### config.mk
export PLATFORM = sky130hd
export DESIGN_NAME = mux81_seq
export DESIGN_NICKNAME = d
export VERILOG_FILES = /design/src/rtl/mux81_seq_pkg.sv /design/src/rtl/mux81_seq_presc.sv /design/src/rtl/mux81_seq.sv
export SDC_FILE = /design/constraint.sdc
export NUM_CORES = 1
export LEC_CHECK = 0
export ABC_AREA = 0
export BUFFER_PORTS_ARGS = -buffer_cell sky130_fd_sc_hd__buf_2
export CORE_ASPECT_RATIO = 0.8
export CORE_MARGIN = 4
export CORE_UTILIZATION = 53
export CTS_CLUSTER_SIZE = 12
export DETAILED_ROUTE_END_ITERATION = 10
export GPL_TIMING_DRIVEN = 1
export PLACE_DENSITY = 0.83
export SYNTH_ARGS = -nofsm -noshare
export SYNTH_HDL_FRONTEND = slang
export SYNTH_HIERARCHICAL = 1
export SYNTH_SLANG_ARGS = --single-unit
### constraint.sdc
create_clock -name clk -period 4.6 [get_ports clk]
set_input_delay 0.69 -clock clk [delete_from_list [all_inputs] [get_ports clk]]
set_output_delay 0.69 -clock clk [all_outputs]
set_load 0.05 [all_outputs]
### src/rtl/mux81_seq_pkg.sv
// Shared definitions for the 8:1 mux select sequencer.
//   state_t : FSM encoding (IDLE, SHIFT, DONE)
//   SEL_W   : select width driving the downstream 8:1 mux
//   DATA_W  : width of the serialized word
package mux81_seq_pkg;

  localparam int SEL_W  = 3;
  localparam int DATA_W = 8;

  typedef enum logic [1:0] {
    IDLE  = 2'd0,
    SHIFT = 2'd1,
    DONE  = 2'd2
  } state_t;

endpackage

### src/rtl/mux81_seq_presc.sv
// Bit-period prescaler: counts 0..DIV-1 and wraps, flagging the last cycle.
// Ports:
//   clk, rst_n : clock, asynchronous active-low reset
//   clear      : synchronous clear to 0, wins over counting
//   tc         : terminal count, high while the count equals DIV-1
module mux81_seq_presc #(
  parameter int DIV = 4
) (
  input  logic clk,
  input  logic rst_n,
  input  logic clear,
  output logic tc
);

  localparam int PW = (DIV > 1) ? $clog2(DIV) : 1;
  localparam logic [PW-1:0] LAST = PW'(DIV - 1);

  logic [PW-1:0] count;

  assign tc = (count == LAST);

  always_ff @(posedge clk or negedge rst_n) begin
    if (!rst_n) begin
      count <= '0;
    end else if (clear || tc) begin
      count <= '0;
    end else begin
      count <= count + 1'b1;
    end
  end

endmodule

### src/rtl/mux81_seq.sv
// Upstream sequencer for an 8:1 bit-select mux. Latches a word on an
// accepted start, then walks the select over all 8 positions, holding each
// for DIV clocks, and pulses done for one cycle at the end of the word.
// Handshake: a word is taken at a rising edge where start=1 and ready=1;
// ready is high only in IDLE, and start while not ready is dropped.
// Ports:
//   clk, rst_n : clock, asynchronous active-low reset
//   data_in    : word to serialize, sampled on the accepting edge only
//   start      : request
//   ready      : high in IDLE
//   busy       : high in SHIFT and DONE
//   i_out      : latched word, feeds the mux data inputs
//   s_out      : select, feeds the mux select
//   bit_strobe : last cycle of each select period
//   bit_ref    : i_out[s_out], reference copy of the mux output
//   done       : one-cycle pulse after the 8th period
module mux81_seq
  import mux81_seq_pkg::*;
#(
  parameter int DIV       = 4,
  parameter bit MSB_FIRST = 1'b0
) (
  input  logic              clk,
  input  logic              rst_n,
  input  logic [DATA_W-1:0] data_in,
  input  logic              start,
  output logic              ready,
  output logic              busy,
  output logic [DATA_W-1:0] i_out,
  output logic [SEL_W-1:0]  s_out,
  output logic              bit_strobe,
  output logic              bit_ref,
  output logic              done
);

  localparam logic [SEL_W-1:0] SEL_FIRST = MSB_FIRST ? 3'd7 : 3'd0;

  state_t           state;
  logic [SEL_W-1:0] cnt;
  logic             tc;

  // Prescaler is held at 0 outside SHIFT so every word starts a fresh period.
  mux81_seq_presc #(.DIV(DIV)) u_presc (
    .clk   (clk),
    .rst_n (rst_n),
    .clear (state != SHIFT),
    .tc    (tc)
  );

  assign ready      = (state == IDLE);
  assign busy       = (state == SHIFT) || (state == DONE);
  assign done       = (state == DONE);
  assign bit_strobe = (state == SHIFT) && tc;
  assign bit_ref    = i_out[s_out];

  always_ff @(posedge clk or negedge rst_n) begin
    if (!rst_n) begin
      state <= IDLE;
      i_out <= '0;
      s_out <= '0;
      cnt   <= '0;
    end else begin
      case (state)
        IDLE: begin
          if (start) begin
            i_out <= data_in;
            s_out <= SEL_FIRST;
            cnt   <= '0;
            state <= SHIFT;
          end
        end
        SHIFT: begin
          if (bit_strobe) begin
            cnt <= cnt + 3'd1;
            // Last period: leave s_out on its final position instead of wrapping.
            if (cnt == 3'd7) begin
              state <= DONE;
            end else if (MSB_FIRST) begin
              s_out <= s_out - 3'd1;
            end else begin
              s_out <= s_out + 3'd1;
            end
          end
        end
        DONE: begin
          state <= IDLE;
        end
        default: begin
          state <= IDLE;
        end
      endcase
    end
  end

endmodule

==> run_results.csv <==
group,metric,value,unit
clock_network,cts_resized,0,
logic_synthesis,ys_types,20,
logic_synthesis,synth_edf_count,0,
logic_synthesis,avgSynthCellArea,11.8,sq um
outcome,status,"finished clean",
finish,diodes,0,
flow_run,maxCapViolCount,0,
finish,syn2layout_area_growth,20.4,%
finish,layout_commonest_cell,"buf_2",
floorplanning,die_w,54.9,um
clock_network,clock_sinks,18,
logic_synthesis,syn_inst,79,
clock_network,cts_tree,"yes",
routing,via_per_inst,5.43,
timing,slew_violations,0,
floorplanning,die-area,2500,sq um
floorplanning,core_area,1640,sq um
routing,drc,0,
global_routing,grt_pass1_wl,3220,um
logic_synthesis,syn_nets,98,
logic_synthesis,synth-seq-cells,18,
worst_setup_path,critPathLaunch,"s_out[0]",
floorplanning,io_pins,27,
worst_setup_path,r2r_end,"s_out[2]",
timing,finalHoldViolations,0,
min_path,min_path_type,"input pin to async pin",
clock_network,cts-buffers-inserted,3,
clock_network,clkTransAtPathRegs,110,ps
timing,rsz0062_at_grt,"no",
global_routing,gr-usage-all-layers,0.190,
placement,place.gp.congestion,0.800,
timing,fin_crit_sh,0.535,
floorplanning,dieHeight,45.5,um
logic_synthesis,ys_warn_count,6,
routing,vias,706,
routing,ant_nets,0,
worst_setup_path,r2r_start,"state[1]",
timing,fin_skew,11.6,ps
logic_synthesis,syn_area,933,sq um
routing,wirelength,1950,um
finish,layout_common_cells,"26 x buf_2, 18 x dfrtp_1, 10 x mux2_2, 8 x inv_1, 8 x ha_1",
worst_setup_path,ff2ff_path_depth,5,
worst_setup_path,startpoint_type,"flop",
finish,drive_above_1_share,0.407,
worst_setup_path,critical_path_class,"flop to output port",
logic_synthesis,synth.top_cell.area_share,0.483,
floorplanning,initial_core_util,0.568,
timing,finalCriticalPeriod,2460,ps
global_routing,first_global_vias,705,
routing,drt_iter0_drc,11,
placement,port-buffer-count,26,
clock_network,root_buffer,"clkbuf_4",
global_routing,grt_overflow,0,
timing,tightest_slew,401,ps
logic_synthesis,ys_seq_area_frac,0.483,
logic_synthesis,ys.flop_type,"dfrtp_1",
clock_network,clockBufferDepth,2,
timing,max_slew_margin,0.725,
clock_network,htreeDepth,1,
finish,nets,128,
global_routing,antenna_found_initial,0,
worst_setup_path,rrSetupSlack,2660,ps
clock_network,clock_latency,300,ps
logic_synthesis,synthArstFlopShare,1.00,
routing,wl_per_cell,15.0,um
routing,drt-pass1-iter-count,4,
worst_setup_path,worstSetupEndpoint,"bit_ref",
timing,final-setup-viol-count,0,
timing,max_freq,406,MHz
floorplanning,rows,13,
worst_setup_path,cp_max_fo,6,
worst_setup_path,required,3910,ps
clock_network,post_cts_buffers,0,
timing,finalSetupTns,0,ps
placement,hpwl,1530,um
global_routing,grt_max_degree,19,
clock_network,cts_hold_buffers,0,
worst_setup_path,critPathArrivalTime,1770,ps
logic_synthesis,synth_area_leader_cell,"dfrtp_1",
logic_synthesis,synth_area_leaders,"dfrtp_1 48%, mux2_2 12%, ha_1 11%",
worst_setup_path,crit_path_end_kind,"output port",
==> stage by stage <==
stage          hold WS [ps]  cells  instance area [sq um]  utilization  setup WS, ps
4_1_cts                 311    130                   1120        0.684          2120
2_1_floorplan           394     79                    933            -          2250
5_1_grt                 331    130                   1120        0.684          2060
3_5_place_dp            441    126                   1090        0.662          2450
6_report                292    130                   1120        0.684          2140
3_3_place_gp            440    126                   1090        0.662          2500
==> synth_stat cells (2+ instances only) <==
| library cell | number |
|---|---|
| ha_1 | 8 |
| dfrtp_1 | 18 |
| nand2_1 | 7 |
| nand3_1 | 3 |
| a211o_1 | 2 |
| nand2b_1 | 2 |
| a21oi_1 | 3 |
| mux2_2 | 10 |
| o21ai_0 | 5 |
| a22o_1 | 3 |
| inv_1 | 8 |
| mux4_2 | 2 |
==> critical path, cell delays in order (launching register included) <==
cell and delay, ps:
dfrtp_1 470, mux4_2 520, mux2_2 270, buf_2 210
==> area by class of cell <==
cell class | instances | area, sq um
multi-input cells | 52 | 449
repair buffers | 26 | 130
flip-flops and latches | 18 | 450
fillers | 128 | 519
clock buffers | 4 | 36.3
inverters | 8 | 30.0
well taps | 22 | 27.5
==> state kept, by name (all words and copies together), names as in the netlist <==
| signal | count |
|---|---|
| u_presc/count | 2 |
| state | 2 |
| s_out | 3 |
| cnt | 3 |
| i_out | 8 |
==> how the worst min path moves through the flow <==
stage | end | slack, ps | cells past startpoint
3_5_place_dp | u_presc/count[0] | 440 | 1
4_1_cts | cnt[0] | 310 | 1
5_1_grt | cnt[0] | 330 | 1
3_3_place_gp | u_presc/count[0] | 440 | 1
2_1_floorplan | cnt[0] | 390 | 0
6_report | cnt[0] | 290 | 1
==> per-layer routing <==
metal | vias to the layer above | track usage | share of wire
met2 | 14 | 0.323 | 0.53
met4 | 0 | 0.0728 | 0.015
met3 | 4 | 0.0590 | 0.047
met1 | 354 | 0.223 | 0.41
li1 | 334 | - | -
met5 | - | 0 | 0
==> kinds of logic (layout without fill, tap and decap cells) <==
| logic type | after synthesis | in the layout | synth area share |
|---|---|---|---|
| mux | 13 | 13 | 0.180 |
| compound gates | 13 | 13 | 0.0898 |
| flops | 18 | 18 | 0.483 |
| fa+ha+maj | 8 | 8 | 0.107 |
| buf+inv | 9 | 38 | 0.0362 |
| simple gates | 18 | 18 | 0.105 |
Power is not shown: default switching activity piles up to over one toggle a cycle in this logic, so the estimate is an artifact.
